<file path="src/rtl/tone_detector_if.sv">
// tone_detector_if: bundles the audio input and the decoded-note outputs of
// the tone detector.
//   audio_in    : external square wave (asynchronous to the clock)
//   note        : 0 = none, 1..7 = A4..G5
//   note_valid  : high while note != 0
//   note_change : one-cycle pulse whenever note changes value
//   half_period : last measured half-period in clock cycles
// master = the side that drives audio_in and observes the result,
// slave  = the detector itself.
`timescale 1ns/1ps
interface tone_detector_if;
  logic        audio_in;
  logic [2:0]  note;
  logic        note_valid;
  logic        note_change;
  logic [16:0] half_period;

  modport master (
    output audio_in,
    input  note, note_valid, note_change, half_period
  );

  modport slave (
    input  audio_in,
    output note, note_valid, note_change, half_period
  );
endinterface

</file>
<file path="src/rtl/tone_detector.sv">
// tone_detector: measures the half-period of a 1-bit square wave and decodes
// it to one of the piano notes A4..G5.
// Ports:
//   clk_25mhz : system clock
//   reset     : asynchronous, active-high reset
//   bus       : tone_detector_if.slave (audio_in in; note, note_valid,
//               note_change, half_period out)
// Flow: 2-FF synchronizer -> edge detect -> edge-to-edge counter (IDLE/ARMED)
// -> classify against the note table -> stability filter -> outputs.
`timescale 1ns/1ps
module tone_detector #(
  parameter int CLK_HZ     = 25000000,
  parameter int TOL_SHIFT  = 5,
  parameter int MIN_STABLE = 2,
  parameter int TIMEOUT    = 100000
) (
  input  logic           clk_25mhz,
  input  logic           reset,
  tone_detector_if.slave bus
);

  localparam int STAB_W = $clog2(MIN_STABLE + 1);
  localparam logic [STAB_W-1:0] STAB_MAX = STAB_W'(MIN_STABLE);
  localparam logic [16:0]       CNT_TO   = 17'(TIMEOUT);

  typedef enum logic {IDLE, ARMED} state_t;

  // Expected half-period of note k (1 = A4 .. 7 = G5); integer division at
  // each step so the table matches the transmitter exactly.
  function automatic logic [16:0] hp_tab(input int k);
    int f;
    case (k)
      1:       f = 440;
      2:       f = 494;
      3:       f = 523;
      4:       f = 587;
      5:       f = 659;
      6:       f = 698;
      default: f = 783;
    endcase
    return 17'((CLK_HZ / f) / 2);
  endfunction

  function automatic logic [16:0] absdiff(input logic [16:0] a, input logic [16:0] b);
    return (a >= b) ? (a - b) : (b - a);
  endfunction

  // Lowest matching note wins: scan downwards so later (lower) hits overwrite.
  function automatic logic [2:0] classify(input logic [16:0] m);
    logic [2:0] r;
    r = 3'd0;
    for (int k = 7; k >= 1; k--) begin
      if (absdiff(m, hp_tab(k)) <= (hp_tab(k) >> TOL_SHIFT)) r = 3'(k);
    end
    return r;
  endfunction

  logic [1:0]        sync_q;
  logic              prev_q;
  logic              edge_p0;
  state_t            state_q, state_d;
  logic [16:0]       cnt_q, cnt_d;
  logic              meas_vld, timeout;
  logic              vld_p1_q;
  logic [16:0]       hp_p1_q;
  logic [2:0]        cand_p1_q;
  logic [2:0]        prev_cand_q, prev_cand_d;
  logic [STAB_W-1:0] stab_q, stab_d;
  logic [2:0]        note_q, note_d;
  logic              note_valid_q;
  logic              chg_q, chg_d;

  // ---- stage p0: synchronizer, edge detect, edge-to-edge counter ----
  always_ff @(posedge clk_25mhz or posedge reset) begin
    if (reset) begin
      sync_q <= 2'b00;
      prev_q <= 1'b0;
    end else begin
      sync_q <= {sync_q[0], bus.audio_in};
      prev_q <= sync_q[1];
    end
  end

  assign edge_p0 = sync_q[1] ^ prev_q;

  always_ff @(posedge clk_25mhz or posedge reset) begin
    if (reset) state_q <= IDLE;
    else       state_q <= state_d;
  end

  // An edge arriving in the timeout cycle still counts as a measurement.
  always_comb begin
    state_d = state_q;
    case (state_q)
      IDLE:    if (edge_p0) state_d = ARMED;
      ARMED:   if (!edge_p0 && cnt_q == CNT_TO) state_d = IDLE;
      default: state_d = IDLE;
    endcase
  end

  always_comb begin
    cnt_d    = cnt_q;
    meas_vld = 1'b0;
    timeout  = 1'b0;
    case (state_q)
      IDLE: cnt_d = edge_p0 ? 17'd1 : 17'd0;
      ARMED: begin
        if (edge_p0) begin
          meas_vld = 1'b1;
          cnt_d    = 17'd1;
        end else if (cnt_q == CNT_TO) begin
          timeout = 1'b1;
          cnt_d   = 17'd0;
        end else begin
          cnt_d = cnt_q + 17'd1;
        end
      end
      default: cnt_d = 17'd0;
    endcase
  end

  always_ff @(posedge clk_25mhz or posedge reset) begin
    if (reset) cnt_q <= 17'd0;
    else       cnt_q <= cnt_d;
  end

  // ---- stage p1: register measurement and table match ----
  always_ff @(posedge clk_25mhz or posedge reset) begin
    if (reset) begin
      vld_p1_q  <= 1'b0;
      hp_p1_q   <= 17'd0;
      cand_p1_q <= 3'd0;
    end else begin
      vld_p1_q <= meas_vld;
      if (meas_vld) begin
        hp_p1_q   <= cnt_q;
        cand_p1_q <= classify(cnt_q);
      end
    end
  end

  // ---- stage p2: stability filter and note output ----
  always_comb begin
    prev_cand_d = prev_cand_q;
    stab_d      = stab_q;
    note_d      = note_q;
    chg_d       = 1'b0;
    if (timeout) begin
      stab_d = '0;
      note_d = 3'd0;
      chg_d  = (note_q != 3'd0);
    end else if (vld_p1_q) begin
      prev_cand_d = cand_p1_q;
      if (cand_p1_q == prev_cand_q)
        stab_d = (stab_q == STAB_MAX) ? stab_q : stab_q + 1'b1;
      else
        stab_d = STAB_W'(1);
      if (stab_d == STAB_MAX && cand_p1_q != note_q) begin
        note_d = cand_p1_q;
        chg_d  = 1'b1;
      end
    end
  end

  always_ff @(posedge clk_25mhz or posedge reset) begin
    if (reset) begin
      prev_cand_q  <= 3'd0;
      stab_q       <= '0;
      note_q       <= 3'd0;
      note_valid_q <= 1'b0;
      chg_q        <= 1'b0;
    end else begin
      prev_cand_q  <= prev_cand_d;
      stab_q       <= stab_d;
      note_q       <= note_d;
      note_valid_q <= (note_d != 3'd0);
      chg_q        <= chg_d;
    end
  end

  assign bus.note        = note_q;
  assign bus.note_valid  = note_valid_q;
  assign bus.note_change = chg_q;
  assign bus.half_period = hp_p1_q;

endmodule

</file>
<file path="src/flat_wrapper.sv">
// flat-port wrapper written by rule: the top's interface ports become plain ports
module tone_detector_flat 
#(
  parameter int CLK_HZ     = 25000000,
  parameter int TOL_SHIFT  = 5,
  parameter int MIN_STABLE = 2,
  parameter int TIMEOUT    = 100000
)
  (clk_25mhz, reset, bus_audio_in, bus_note, bus_note_valid, bus_note_change, bus_half_period);
  tone_detector_if bus_i ();
  input  logic clk_25mhz;
  input  logic reset;
  input wire logic [$bits(bus_i.audio_in)-1:0] bus_audio_in;
  output wire logic [$bits(bus_i.note)-1:0] bus_note;
  output wire logic [$bits(bus_i.note_valid)-1:0] bus_note_valid;
  output wire logic [$bits(bus_i.note_change)-1:0] bus_note_change;
  output wire logic [$bits(bus_i.half_period)-1:0] bus_half_period;
  assign bus_i.audio_in = bus_audio_in;
  assign bus_note = bus_i.note;
  assign bus_note_valid = bus_i.note_valid;
  assign bus_note_change = bus_i.note_change;
  assign bus_half_period = bus_i.half_period;
  tone_detector #(.CLK_HZ(CLK_HZ), .TOL_SHIFT(TOL_SHIFT), .MIN_STABLE(MIN_STABLE), .TIMEOUT(TIMEOUT)) u_core (.clk_25mhz(clk_25mhz), .reset(reset), .bus(bus_i));
endmodule
</file>
<file path="config.mk">
export PLATFORM = sky130hd
export DESIGN_NAME = tone_detector_flat
export DESIGN_NICKNAME = d
export VERILOG_FILES = /design/src/rtl/tone_detector_if.sv /design/src/rtl/tone_detector.sv /design/src/flat_wrapper.sv
export SDC_FILE = /design/constraint.sdc
export NUM_CORES = 1
export LEC_CHECK = 0
export BUFFER_PORTS_ARGS = -buffer_cell sky130_fd_sc_hd__buf_2
export CORE_UTILIZATION = 40
export DETAILED_ROUTE_END_ITERATION = 6
export PLACE_DENSITY = 0.57
export SLEW_MARGIN = 20
export SYNTH_ARGS = -nofsm -noshare
export SYNTH_HDL_FRONTEND = slang
export SYNTH_SLANG_ARGS = --single-unit
</file>
<file path="constraint.sdc">
create_clock -name clk_25mhz -period 3.3 [get_ports clk_25mhz]
set_input_delay 0.33 -clock clk_25mhz [delete_from_list [all_inputs] [get_ports clk_25mhz]]
set_output_delay 0.33 -clock clk_25mhz [all_outputs]
set_load 0.02 [all_outputs]
</file>
* Word level (Yosys, flattened, before mapping)
Index checks and enable logic that the tools add are counted.
** Word-level totals
- Word-level logic and storage cells :: 122
- Flip-flop bits (word level) :: 52
- Input bits :: 3
- Output and inout port bits :: 22
** Operators by class
- Multiplexer cells :: 44
- Bitwise operators :: 10
- Divide/modulo/power cells :: 7
- Add/subtract/negate cells :: 23
- Order comparisons :: 14
- Reductions and logical operators :: 7
- Equality and inequality tests :: 5
** Operators by type and width (number)
- subtractor 17 bit :: 14
- divider 26 x 32 -> 32 bit (first input constant) :: 7
- 2-to-1 mux 32 bit :: 7
- 2-to-1 mux 17 bit :: 9
- adder 17 x 1 -> 17 bit :: 7
- >= comparator 17 bit :: 7
- <= comparator 17 x 12 -> 1 bit :: 7
- one-hot mux 17 bit (2 select lines) :: 1
- 2-to-1 mux 3 bit :: 10
- adder 17 x 1 -> 17 bit (second input constant) :: 1
- equality test 17 bit (second input constant) :: 1
- 2-to-1 mux 2 bit :: 6
- 2-to-1 mux 1 bit :: 10
- bitwise AND 1 bit :: 7
- nonzero test 3 bit :: 2
- equality test 2 bit (second input constant) :: 2
- equality test 3 bit :: 1
- inequality test 3 bit :: 1
- adder 2 x 1 -> 2 bit (second input constant) :: 1
- logical AND 1 bit :: 2
- NOT 1 bit :: 2
- one-hot mux 1 bit (2 select lines) :: 1
- AND reduction 2 bit :: 1
- nonzero test 2 bit :: 1
- 2 further kinds :: 2

* Longest topological paths before layout
- Depth after elaboration :: 17
- Depth in mapped cells :: 14
- Depth with buffers taken out :: 12

* Worst setup path after synthesis
No wires, ideal clock.
- Path type :: flip-flop to flip-flop
- From :: register u_core.cnt_q[1]
- To :: register u_core.cand_p1_q[0]
- Period minus slack after synthesis :: 3.626 ns
- Required time :: 3.223 ns
- Setup slack :: -0.326 ns
- Path buffers :: 0
- Library setup time :: 0.077 ns
- Stages on the path, launching flop included :: 13
- Arrival :: 3.549 ns
- Path through :: dfrtp_1 > inv_1 > ha_1 > nand2_1 > a2111oi_0 > o21ai_1 > a221oi_1 > a21oi_2 > xnor2_1 > or4_1 > o41a_1 > o2bb2ai_1 > a21oi_1
** Between the ends
- Word-level cells in the longest chain between the ends :: 10
- Elaborated cells between the ends (all ways) :: 42
- Those cells by class :: add/sub: 14; order compare: 14; mux: 14
** RTL lines
- start, declared :: line tone_detector.sv:62 : logic [16:0] cnt_q, cnt_d;
- start signal, assigned :: line tone_detector.sv:124 : else cnt_q <= cnt_d;
- subtractor 17 bit or >= comparator 17 bit (tied branches) :: line tone_detector.sv:45 : return (a >= b) ? (a - b) : (b - a);
- 2-to-1 mux 17 bit :: line tone_detector.sv:45
- <= comparator 17 x 12 -> 1 bit :: line tone_detector.sv:53 : if (absdiff(m, hp_tab(k)) <= (hp_tab(k) >> TOL_SHIFT)) r = 3'(k);
- 2-to-1 mux 3 bit (6 in series) :: line tone_detector.sv:53
- 2-to-1 mux 3 bit * :: line tone_detector.sv:53
- end signal, assigned :: line tone_detector.sv:137 : cand_p1_q <= classify(cnt_q);
- end, declared :: line tone_detector.sv:66 : logic [2:0] cand_p1_q;
Mark *: on every way between the ends. The rest lies on a longest branch, timed or not.
A chain may end at the register's enable or synchronous reset.

* Worst setup path in the final report
- From :: register u_core.cnt_q[8]
- To :: register u_core.cand_p1_q[0]
Same word-level chain as after synthesis.

==> impl_metrics.py <==
metrics = {
    "sta": {
        "hold_violations": 0,
        "setup_viol": 0,
        "setup_slack_ns": 0.0186,
        "fin_setup_tns_ns": 0,
        "clock_skew_ns": 0.0106,
        "report.final.slew_viol_count": 0,
        "fin_crit_ns": 3.28,
        "fmax_ghz": 0.305,
        "whs_ns": 0.0196,
        "slew_headroom": 0.579,
        "grt_setup_unrepaired": "true",
        "period_share": 0.994,
        "worst-slew-pin-transition_ns": 0.625,
    },
    "detailed_routing": {
        "dr_wl_met2_um": 13800,
        "wl_per_cell_um": 23.2,
        "top_layer_used": "met5",
        "wl_met3_um": 2390,
        "vias_per_cell": 6.29,
        "met1Wirelength_um": 13000,
        "ant_nets": 0,
        "routed_wl_um": 30800,
        "drc": 0,
        "vias": 8355,
        "drtPass1Iterations": 5,
        "drt_iter0_markers": 750,
    },
    "pwr": {
        "power_density_nw_per_um2": 227,
        "p_sw_frac": 0.338,
        "p_seq_frac": 0.357,
        "power_mw": 2.06,
        "p_leak_nw": 3.86,
        "p_switching_mw": 0.697,
        "internal_power_mw": 1.36,
        "vdd.ir_drop.worst_uv": 239,
        "p_clk_frac": 0.305,
        "p_comb_frac": 0.338,
    },
    "logic_synthesis": {
        "synth_area_leaders": "dfrtp_1 (19%), xnor2_1 (7.7%), o21ai_0 (5.9%)",
        "ys.warnings.count": 0,
        "synth_edf_count": 0,
        "syn_nets": 954,
        "synth_top_family_by_area": "compound AO/OA/AOI/OAI gates",
        "postSynthAreaPerCell_um2": 7.18,
        "synth_top_area_frac": 0.195,
        "synthSimpleGateAreaFrac": 0.266,
        "ys_ff_latch": 52,
        "syn_inst": 930,
        "async_flop_share": 1.00,
        "yosys.cell_types.count": 80,
        "synth_compound_area_frac": 0.304,
        "syn_area_um2": 6670,
        "synth_adder_area_share": 0.0394,
        "synth_xor_area_frac": 0.0971,
        "synth-seq-area-share": 0.195,
        "ys.flop_type": "dfrtp_1",
        "synth_top_cell_by_area": "dfrtp_1",
        "muxShareOfSynthArea": 0.0366,
    },
    "job": {
        "drv_cap": 0,
    },
    "floorplanning": {
        "rows": 46,
        "dieArea_um2": 17200,
        "die_w_um": 131,
        "start_util": 0.416,
        "ios": 25,
        "core_um2": 16100,
        "die_y_um": 131,
    },
    "global_routing": {
        "grt_max_degree": 36,
        "grtUsageTotal": 0.356,
        "grt_pass1_vias": 8161,
        "antenna_found_initial": 1,
        "grt_pass1_wl_um": 47400,
        "grt_overflow_total": 0,
    },
    "clock_network": {
        "cts_sinks": 52,
        "cts_buffer_depth": 2,
        "cts_buffers": 5,
        "cts_tree": "built",
        "clock_latency_ns": 0.30,
        "clk_pin_slew_ns": 0.07,
        "h-tree-depth": 2,
        "root_buffer": "clkbuf_16",
    },
    "setup_path": {
        "required_ns": 3.48,
        "crit_path_end_kind": "flip-flop",
        "arrival_ns": 3.46,
        "path_class": "reg -> reg",
        "startpoint_type": "flip-flop",
        "cp_max_fo": 6,
    },
    "placed_design": {
        "place_ws_ns": -0.139,
        "dp_hpwl_um": 24100,
        "port_buffers": 24,
        "gp_congestion": 1.03,
    },
    "status": {
        "status": "finished clean",
    },
    "finish": {
        "utilization": 0.566,
        "drive_gt1_frac": 0.315,
        "diodes": 0,
        "nNetsFinal": 1136,
        "area_growth_pct": 36.2,
    },
    "worst_hold_path": {
        "hp-class": "in -> async",
    },
}
==> final cells by class <==
type | count | area, um^2
fillers | 1581 | 6970
multi-input cells | 777 | 5290
repair buffers | 254 | 1940
flip-flops and latches | 52 | 1310
well taps | 216 | 270
clock buffers | 6 | 139
inverters | 22 | 91.3
clock inverters | 2 | 38.8
==> path summary, 6_finish.rpt <==
kind / start / endpoint / slack, ns / depth (start not counted)
setup / recovery: u_core.cnt_q[8]$_DFF_PP0_ / u_core.cand_p1_q[0]$_DFFE_PP0P_ / 0.02 / 11
hold reg to reg: u_core.sync_q[0]$_DFF_PP0_ / u_core.sync_q[1]$_DFF_PP0_ / 0.36 / 0
max in group asynchronous: reset / u_core.cnt_q[12]$_DFF_PP0_ / 2.44 / 3
min in group clk_25mhz: bus_audio_in / u_core.sync_q[0]$_DFF_PP0_ / 0.15 / 1
hold / removal: reset / u_core.bus.half_period[4]$_DFFE_PP0P_ / 0.02 / 2
setup reg to reg: u_core.cnt_q[8]$_DFF_PP0_ / u_core.cand_p1_q[0]$_DFFE_PP0P_ / 0.02 / 11
==> critical path, cell delays in order (launching register included) <==
cell and delay, ns:
dfrtp_2 0.50, or4b_4 0.55, or4_4 0.54, a31oi_1 0.16, o22ai_1 0.14, buf_4 0.17
xnor2_1 0.11, nor4_1 0.32, nor4b_2 0.29, buf_4 0.20, o2bb2ai_1 0.11, a21oi_1 0.06
==> cell usage after synthesis, drive strengths merged (4+ instances only) <==
master / number
xor2: 15
a211o: 8
o31ai: 13
nand4: 19
o211ai: 14
o21ai: 80
a31oi: 16
buf: 31
ha: 21
or4: 7
a41o: 4
or2: 4
xnor2: 59
a311oi: 6
nand3: 40
inv: 17
a21oi: 62
o221ai: 6
nand2b: 10
nand4b: 7
o2111ai: 7
and2: 11
nor3b: 4
nand2: 100
nor3: 23
or3: 6
clkbuf: 48
a21o: 9
mux2i: 21
and3: 8
dfrtp: 52
clkinv: 5
a22o: 4
a211oi: 14
nor2b: 6
o22ai: 9
o21a: 13
nor4: 12
nor2: 85
==> kinds of logic after synthesis <==
group,count (synthesis)
flops,52
mux,24
fa+ha+maj,21
xor+xnor,74
buf+inv,101
compound gates,304
simple gates,354
==> layout by cell type, fill, tap and decap left out, types with 12 or more instances in the layout <==
cell,netlist,final
nand2_1,98,97
o21a_1,12,12
ha_1,21,14
buf_2,10,24
xor2_1,15,15
o21ai_0,79,74
o211ai_1,13,13
dfrtp_1,52,42
inv_1,16,13
a21oi_1,61,57
nand4_1,19,19
a211oi_1,14,12
nor2_1,84,81
buf_4,2,218
mux2i_1,21,21
a31oi_1,16,13
xnor2_1,59,58
nand3_1,39,38
nor3_1,22,21
==> state kept, by name (all words and copies together), names as in the netlist <==
name                    flops
u_core.prev_cand_q          3
u_core.stab_q               2
u_core.prev_q               1
u_core.sync_q               2
u_core.bus.half_period     17
u_core.cand_p1_q            3
u_core.cnt_q               17
u_core.vld_p1_q             1
u_core.bus.note_change      1
u_core.bus.note_valid       1
u_core.state_q              1
u_core.bus.note             3
==> metal layers <==
layer,global-route usage,vias up
li1,-,3807
met1,0.469,3994
met2,0.568,448
met3,0.0405,104
met4,0.188,2
met5,0,-
==> power groups by stage <==
| stage | registers (mW) | clock network (mW) | logic, mW |
|---|---|---|---|
| after global placement | 0.743 | 0 | 0.647 |
| after detailed placement | 0.744 | 0 | 0.643 |
| after floorplan | 0.774 | 0 | 0.334 |
| after CTS | 0.733 | 0.639 | 0.649 |
| final | 0.735 | 0.628 | 0.697 |
| after global routing | 0.745 | 0.658 | 0.755 |
==> what timing repair did <==
| action | CTS | global route |
|---|---|---|
| resized for setup | 11 | 65 |
| setup endpoints to repair | 3 | 3 |
| pin swaps | 4 | 21 |
| buffers inserted | 2 | 5 |
| hold buffers | 0 | 0 |
==> stage by stage <==
stage	instance area [um^2]	instances
6_report	9090	1329
5_1_grt	9090	1329
4_1_cts	8750	1324
3_3_place_gp	8520	1314
2_1_floorplan	6720	930
3_5_place_dp	8520	1314
Note: power is estimated with default switching activity, not from simulation.
